## src/rtl/mem_arbiter.sv

```systemverilog
// Two-port (fetch / data) arbiter onto a single memory port with data priority,
// bounded data bursts against a waiting fetch, and a per-transaction timeout.
module mem_arbiter #(
  parameter int unsigned MAX_D_BURST = 4,
  parameter int unsigned TIMEOUT     = 255
) (
  input  logic        clk,
  input  logic        rst,
  input  logic        if_req,
  input  logic [31:0] if_addr,
  output logic [31:0] if_rdata,
  output logic        if_ack,
  input  logic        d_req,
  input  logic        d_we,
  input  logic [31:0] d_addr,
  input  logic [31:0] d_wdata,
  input  logic [3:0]  d_be,
  output logic [31:0] d_rdata,
  output logic        d_ack,
  output logic        err,
  output logic        mem_req,
  output logic        mem_we,
  output logic [31:0] mem_addr,
  output logic [31:0] mem_wdata,
  output logic [3:0]  mem_be,
  input  logic [31:0] mem_rdata,
  input  logic        mem_ready
);

  localparam int unsigned DW = $clog2(MAX_D_BURST + 1);
  localparam int unsigned TW = $clog2(TIMEOUT + 1);

  typedef enum logic [1:0] {IDLE, IGNT, DGNT, RESP} state_t;

  state_t        state_q, state_d;
  logic [DW-1:0] d_cnt_q, d_cnt_d;
  logic [TW-1:0] t_cnt_q, t_cnt_d;

  logic        mem_req_d, mem_we_d, if_ack_d, d_ack_d, err_d;
  logic [31:0] mem_addr_d, mem_wdata_d, if_rdata_d, d_rdata_d;
  logic [3:0]  mem_be_d;

  logic go_d, timeout;

  // Data wins unless a fetch is waiting and the data burst allowance is spent.
  assign go_d    = d_req && !(if_req && (d_cnt_q == DW'(MAX_D_BURST)));
  assign timeout = (t_cnt_q == TW'(TIMEOUT - 1));

  always_ff @(posedge clk or negedge rst) begin
    if (!rst) begin
      state_q   <= IDLE;
      d_cnt_q   <= '0;
      t_cnt_q   <= '0;
      mem_req   <= 1'b0;
      mem_we    <= 1'b0;
      mem_addr  <= '0;
      mem_wdata <= '0;
      mem_be    <= '0;
      if_rdata  <= '0;
      if_ack    <= 1'b0;
      d_rdata   <= '0;
      d_ack     <= 1'b0;
      err       <= 1'b0;
    end else begin
      state_q   <= state_d;
      d_cnt_q   <= d_cnt_d;
      t_cnt_q   <= t_cnt_d;
      mem_req   <= mem_req_d;
      mem_we    <= mem_we_d;
      mem_addr  <= mem_addr_d;
      mem_wdata <= mem_wdata_d;
      mem_be    <= mem_be_d;
      if_rdata  <= if_rdata_d;
      if_ack    <= if_ack_d;
      d_rdata   <= d_rdata_d;
      d_ack     <= d_ack_d;
      err       <= err_d;
    end
  end

  always_comb begin
    state_d = state_q;
    unique case (state_q)
      IDLE: begin
        if (go_d)        state_d = DGNT;
        else if (if_req) state_d = IGNT;
      end
      IGNT, DGNT: begin
        if (mem_ready || timeout) state_d = RESP;
      end
      RESP:    state_d = IDLE;
      default: state_d = IDLE;
    endcase
  end

  // Computes next values of every registered output from the current state.
  always_comb begin
    d_cnt_d     = d_cnt_q;
    t_cnt_d     = t_cnt_q;
    mem_req_d   = (state_d == IGNT) || (state_d == DGNT);
    mem_we_d    = mem_we;
    mem_addr_d  = mem_addr;
    mem_wdata_d = mem_wdata;
    mem_be_d    = mem_be;
    if_rdata_d  = if_rdata;
    d_rdata_d   = d_rdata;
    if_ack_d    = 1'b0;
    d_ack_d     = 1'b0;
    err_d       = 1'b0;
    unique case (state_q)
      IDLE: begin
        if (go_d) begin
          mem_we_d    = d_we;
          mem_addr_d  = d_addr;
          mem_wdata_d = d_wdata;
          mem_be_d    = d_be;
          t_cnt_d     = '0;
          if (!if_req)                             d_cnt_d = '0;
          else if (d_cnt_q != DW'(MAX_D_BURST))    d_cnt_d = d_cnt_q + DW'(1);
        end else if (if_req) begin
          mem_we_d   = 1'b0;
          mem_addr_d = if_addr;
          mem_be_d   = 4'hF;
          t_cnt_d    = '0;
          d_cnt_d    = '0;
        end
      end
      IGNT, DGNT: begin
        if (mem_ready || timeout) begin
          // A ready on the timeout edge completes normally with real data.
          err_d = !mem_ready;
          if (state_q == IGNT) begin
            if_ack_d   = 1'b1;
            if_rdata_d = mem_ready ? mem_rdata : '0;
          end else begin
            d_ack_d   = 1'b1;
            d_rdata_d = mem_ready ? mem_rdata : '0;
          end
        end else begin
          t_cnt_d = t_cnt_q + TW'(1);
        end
      end
      default: ;
    endcase
  end

endmodule

```

## config.mk

```make
export PLATFORM = sky130hd
export DESIGN_NAME = mem_arbiter
export DESIGN_NICKNAME = d
export VERILOG_FILES = /design/src/rtl/mem_arbiter.sv
export SDC_FILE = /design/constraint.sdc
export NUM_CORES = 1
export LEC_CHECK = 0
export CAP_MARGIN = 0
export CORE_MARGIN = 2
export CORE_UTILIZATION = 46
export CTS_CLUSTER_SIZE = 30
export DETAILED_ROUTE_END_ITERATION = 10
export PLACE_DENSITY_LB_ADDON = 0.2
export SYNTH_ARGS = -nofsm -noshare
export SYNTH_HDL_FRONTEND = slang
export SYNTH_SLANG_ARGS = --single-unit
```

## constraint.sdc

```tcl
create_clock -name clk -period 4.24 [get_ports clk]
set_input_delay 1.272 -clock clk [delete_from_list [all_inputs] [get_ports clk]]
set_output_delay 1.272 -clock clk [all_outputs]
set_load 0.1 [all_outputs]
```

Yosys cells after proc, flatten, opt, wreduce, memory -nomap -nowiden:

Index checks and enable logic that the tools add are counted.

* register bits: 150
* bits of input ports: 138

* add/subtract/negate cells: 2
* eq/ne operators: 11
* bitwise logic cells: 1
* reduce and logical (&&, ||, !) cells: 16
* multiplexer cells: 27

Operators with widths (count)
* 32-bit 2-to-1 mux: 3
* 8-bit 2-to-1 mux: 3
* 8-bit one-hot mux with 2 select lines: 1
* 3-bit 2-to-1 mux: 4
* 3-bit AND reduction: 4
* 1-bit 2-to-1 mux: 10
* 8-bit by 1-bit adder with 8-bit output, second input constant: 1
* 8-bit == test, second input constant: 1
* 4-bit 2-to-1 mux: 2
* 2-bit == test, second input constant: 3
* 2-bit 2-to-1 mux: 3
* 3-bit inequality test, second input constant: 2
* 2-bit one-hot mux with 3 select lines: 1
* 2-bit by 1-bit == test with 1-bit output, second input constant: 2
* 2-bit AND reduction: 2
* 2-bit nonzero test: 2
* 3-bit by 1-bit adder with 3-bit output, second input constant: 1
* 3-bit == test, second input constant: 1
* 3-bit by 2-bit inequality test with 1-bit output, second input constant: 1
* 1-bit logical AND: 2
* 1-bit logical NOT: 2
* 2-bit logical NOT: 1
* 1-bit logical OR: 2
* 2-bit inequality test, second input constant: 1
* other kinds (2): 2

Logic depth before layout (Yosys ltp):

* depth after elaboration: 8
* depth in mapped cells: 8
* gate-level depth less buffers: 6

Worst setup path after synthesis:

Ideal clock, no wire load.

* path type: input-to-reg
* start point: input if_req
* end point: register mem_wdata[10]
* path buffers: 3
* required time: 4.115 ns
* stages on the path: 6
* arrival: 2.376 ns
* path slack: 1.738 ns
* cells stage by stage: buf_4 -> nand3_1 -> and3_1 -> buf_2 -> buf_2 -> mux2_2

* word-level cells in the longest chain between the ends: 4

RTL lines
* start, declared: line 9 `input logic if_req,`
* 1-bit logical AND: line 46 `assign go_d = d_req && !(if_req && (d_cnt_q == DW'(MAX_D_BURST)));`
* 1-bit logical NOT: line 46
* 1-bit logical AND: line 46
* 2-bit AND reduction (no source line)
* end signal, assigned: line 71 `mem_wdata <= mem_wdata_d;`
* end, declared: line 24 `output logic [31:0] mem_wdata,`

Every way passes these cells.
A chain may end at the register's enable or synchronous reset.

Worst setup path after layout:

* start point: register mem_addr[23]
* end point: output mem_addr[23]

RTL lines
* start, declared: line 23 `output logic [31:0] mem_addr,`
* start signal, assigned: line 70 `mem_addr <= mem_addr_d;`

No word-level cell between the ends.

==> flow_metrics.py <==
metrics = {
    "timing": {
        "whs_ns": 0.4760,
        "hold_viol": 0,
        "clock_skew_ns": 0.008220,
        "slew_headroom_pct": 30.47,
        "worst_pin_slew_ns": 1.040,
        "fmax_mhz": 309.7,
        "finalCritPeriodShare_pct": 76.15,
        "rsz0062_at_grt": "false",
        "finalWorstSetupSlack_ns": 1.011,
        "slew_viol_final": 0,
        "final.setup.tns_ns": 0,
        "finalSetupViolCount": 0,
        "min_period_ns": 3.229,
    },
    "layout": {
        "final_cell_area_mm2": 0.009933,
        "final_nets": 922,
        "seqCellArea_mm2": 0.003754,
        "synthToLayoutAreaGrowth_pct": 54.19,
        "drive_gt1_share_pct": 17.83,
        "layout_common_cells": "clkdlybuf4s50_1 (273), dfrtp_1 (150), mux2_2 (96)",
        "fillers": 985,
        "antenna_cells": 0,
        "final_common_cell": "clkdlybuf4s50_1",
        "multi_input_area_mm2": 0.002487,
    },
    "place": {
        "numPortBuffers": 274,
        "dp_hpwl_mm": 11.93,
        "gp_congestion": 0.7709,
        "place_ws_ns": 0.8678,
        "dpl-instance-area_mm2": 0.009343,
    },
    "routing": {
        "routed_wl_mm": 16.09,
        "ant_nets": 0,
        "drt_first_iter_violations": 259,
        "dr.pass1.iters": 4,
        "drc": 0,
        "vias_per_cell": 5.058,
        "via_count": 4911,
        "wl_per_cell_um": 16.57,
    },
    "logic_synthesis": {
        "synth.yosys.seq_area_share_pct": 58.26,
        "yosys-top-cells-area": "dfrtp_1 (58%), mux2_2 (17%), mux2i_1 (5.0%)",
        "ys_seq_elements": 150,
        "synth_top_area_share_pct": 58.26,
        "syn_avg_cell_area_um2": 12.73,
        "synth_top_cell_by_area": "dfrtp_1",
        "synthesis.nets": 650,
        "ys_warn_count": 0,
        "syn_inst": 506,
        "syn-cell-area_mm2": 0.006442,
        "ys_types": 42,
    },
    "critical_path": {
        "endpoint_kind": "output pin",
        "cp_max_fo": 2,
        "timing.critical_path.buf_inv": 1,
        "crit_arrival_ns": 1.96,
        "crit_required_ns": 2.97,
        "path_class": "reg2out",
        "startpoint_type": "register",
        "critical-path-max-stage-delay_ns": 1.19,
        "cp_cell_sequence": "clkdlybuf4s50_1",
        "cpMaxStageDelayCell": "clkdlybuf4s50_1",
        "rrSetupSlack_ns": 1.85,
        "cp_top_family": "buffers and inverters",
    },
    "floorplan": {
        "dieArea_mm2": 0.01497,
        "die_w_um": 122.3,
        "start_util_pct": 46.78,
        "num_io_pins": 275,
        "core_mm2": 0.01377,
        "rows": 43,
        "die_h_um": 122.3,
    },
    "run": {
        "drv_cap": 0,
    },
    "cts": {
        "h-tree-depth": 4,
        "clkSinkCount": 150,
        "cts_hold_buf": 0,
        "path_clk_slew_ns": 0.06,
        "cts_tree": "yes",
        "post-cts-setup-buffer-count": 0,
        "cts_root_buf": "clkbuf_16",
        "cts_resized": 0,
        "clock_latency_ns": 0.41,
        "clock_path_buffers": 2,
        "numCtsBuffers": 17,
    },
    "grt": {
        "grt.overflow.total": 0,
        "grt_usage_pct": 22.05,
        "antenna_found_initial": 0,
        "grt_first_pass_wirelength_mm": 25.32,
        "grt_max_degree": 94,
        "grt_pass1_vias": 5078,
    },
    "worst_hold_path": {
        "hp-class": "reg2reg",
    },
    "status": {
        "status": "completed",
    },
}
logic make-up after synthesis:
family,share of synthesized area [%]
AOI/OAI and AO/OA,6.176
DFF,58.26
buffers and inverters,3.302
and+or+nand+nor,9.342
adders and majority gates,1.165
muxes,21.75
metrics by stage:
stage,instances,util [%]
finish,971,72.12
global route,971,72.12
CTS,971,72.12
detailed placement,939,67.83
global placement,939,67.83
floorplan,506,-
final cells by class:
class | instances | share of cell area, %
sequential | 150 | 37.79
timing repair buffer | 281 | 28.66
multi-input combinational | 320 | 25.04
clock buffer | 20 | 4.396
tap | 180 | 2.267
clock inverter | 12 | 1.549
inverter | 8 | 0.3023
per-layer routing:
layer,part of all wire (%),routed length (um),global-route usage [%]
met2,51,8142,37.19
met1,37,5986,24.90
met3,9.6,1547,8.550
met4,2.6,417,9.483
met5,0,0,0
state kept, by name, summed over array words and instances (netlist names):
name and count:
err 1, t_cnt_q 8, d_cnt_q 3, if_rdata 32, mem_req 1, mem_addr 32
mem_be 4, d_rdata 32, mem_wdata 32, mem_we 1, state_q 2, d_ack 1
if_ack 1
Yosys cell counts:
cell and n:
nor3_1 2, a21oi_1 3, a21boi_1 1, dfrtp_1 150, o221ai_2 1, nor2b_4 1
mux2i_1 32, a211o_1 1, nand3_1 5, o21a_2 1, nor4_1 1, nand2_2 1
nand2b_1 1, o2bb2ai_1 1, buf_2 5, nor2_4 1, o211ai_1 2, or4b_4 1
and2_1 32, a32o_1 1, o31ai_1 3, buf_6 6, or3_1 1, o311ai_0 1
or4_1 2, clkbuf_1 10, o41ai_1 1, ha_1 6, and4_1 1, o21a_1 3
nor2b_1 2, nor2b_2 1, and3_1 2, buf_4 7, mux2_2 96, o22ai_1 1
o21ai_1 2, nand2_1 59, inv_1 8, o21ai_0 46, nor2_1 3, nand4_1 2
final timing paths:
check                        startpoint            to  depth (start not counted)
max                        mem_addr[23]  mem_addr[23]                          1
min                           mem_be[1]     mem_be[1]                          2
max reg2reg                  state_q[0]  if_rdata[29]                          7
min reg2reg                   mem_be[1]     mem_be[1]                          2
max in group asynchronous           rst   d_rdata[17]                          2
min in group asynchronous           rst    t_cnt_q[6]                          1
Power is left out: the tool's default activity adds up to more than one toggle a clock period on the data nets, which glitch-free logic cannot reach.
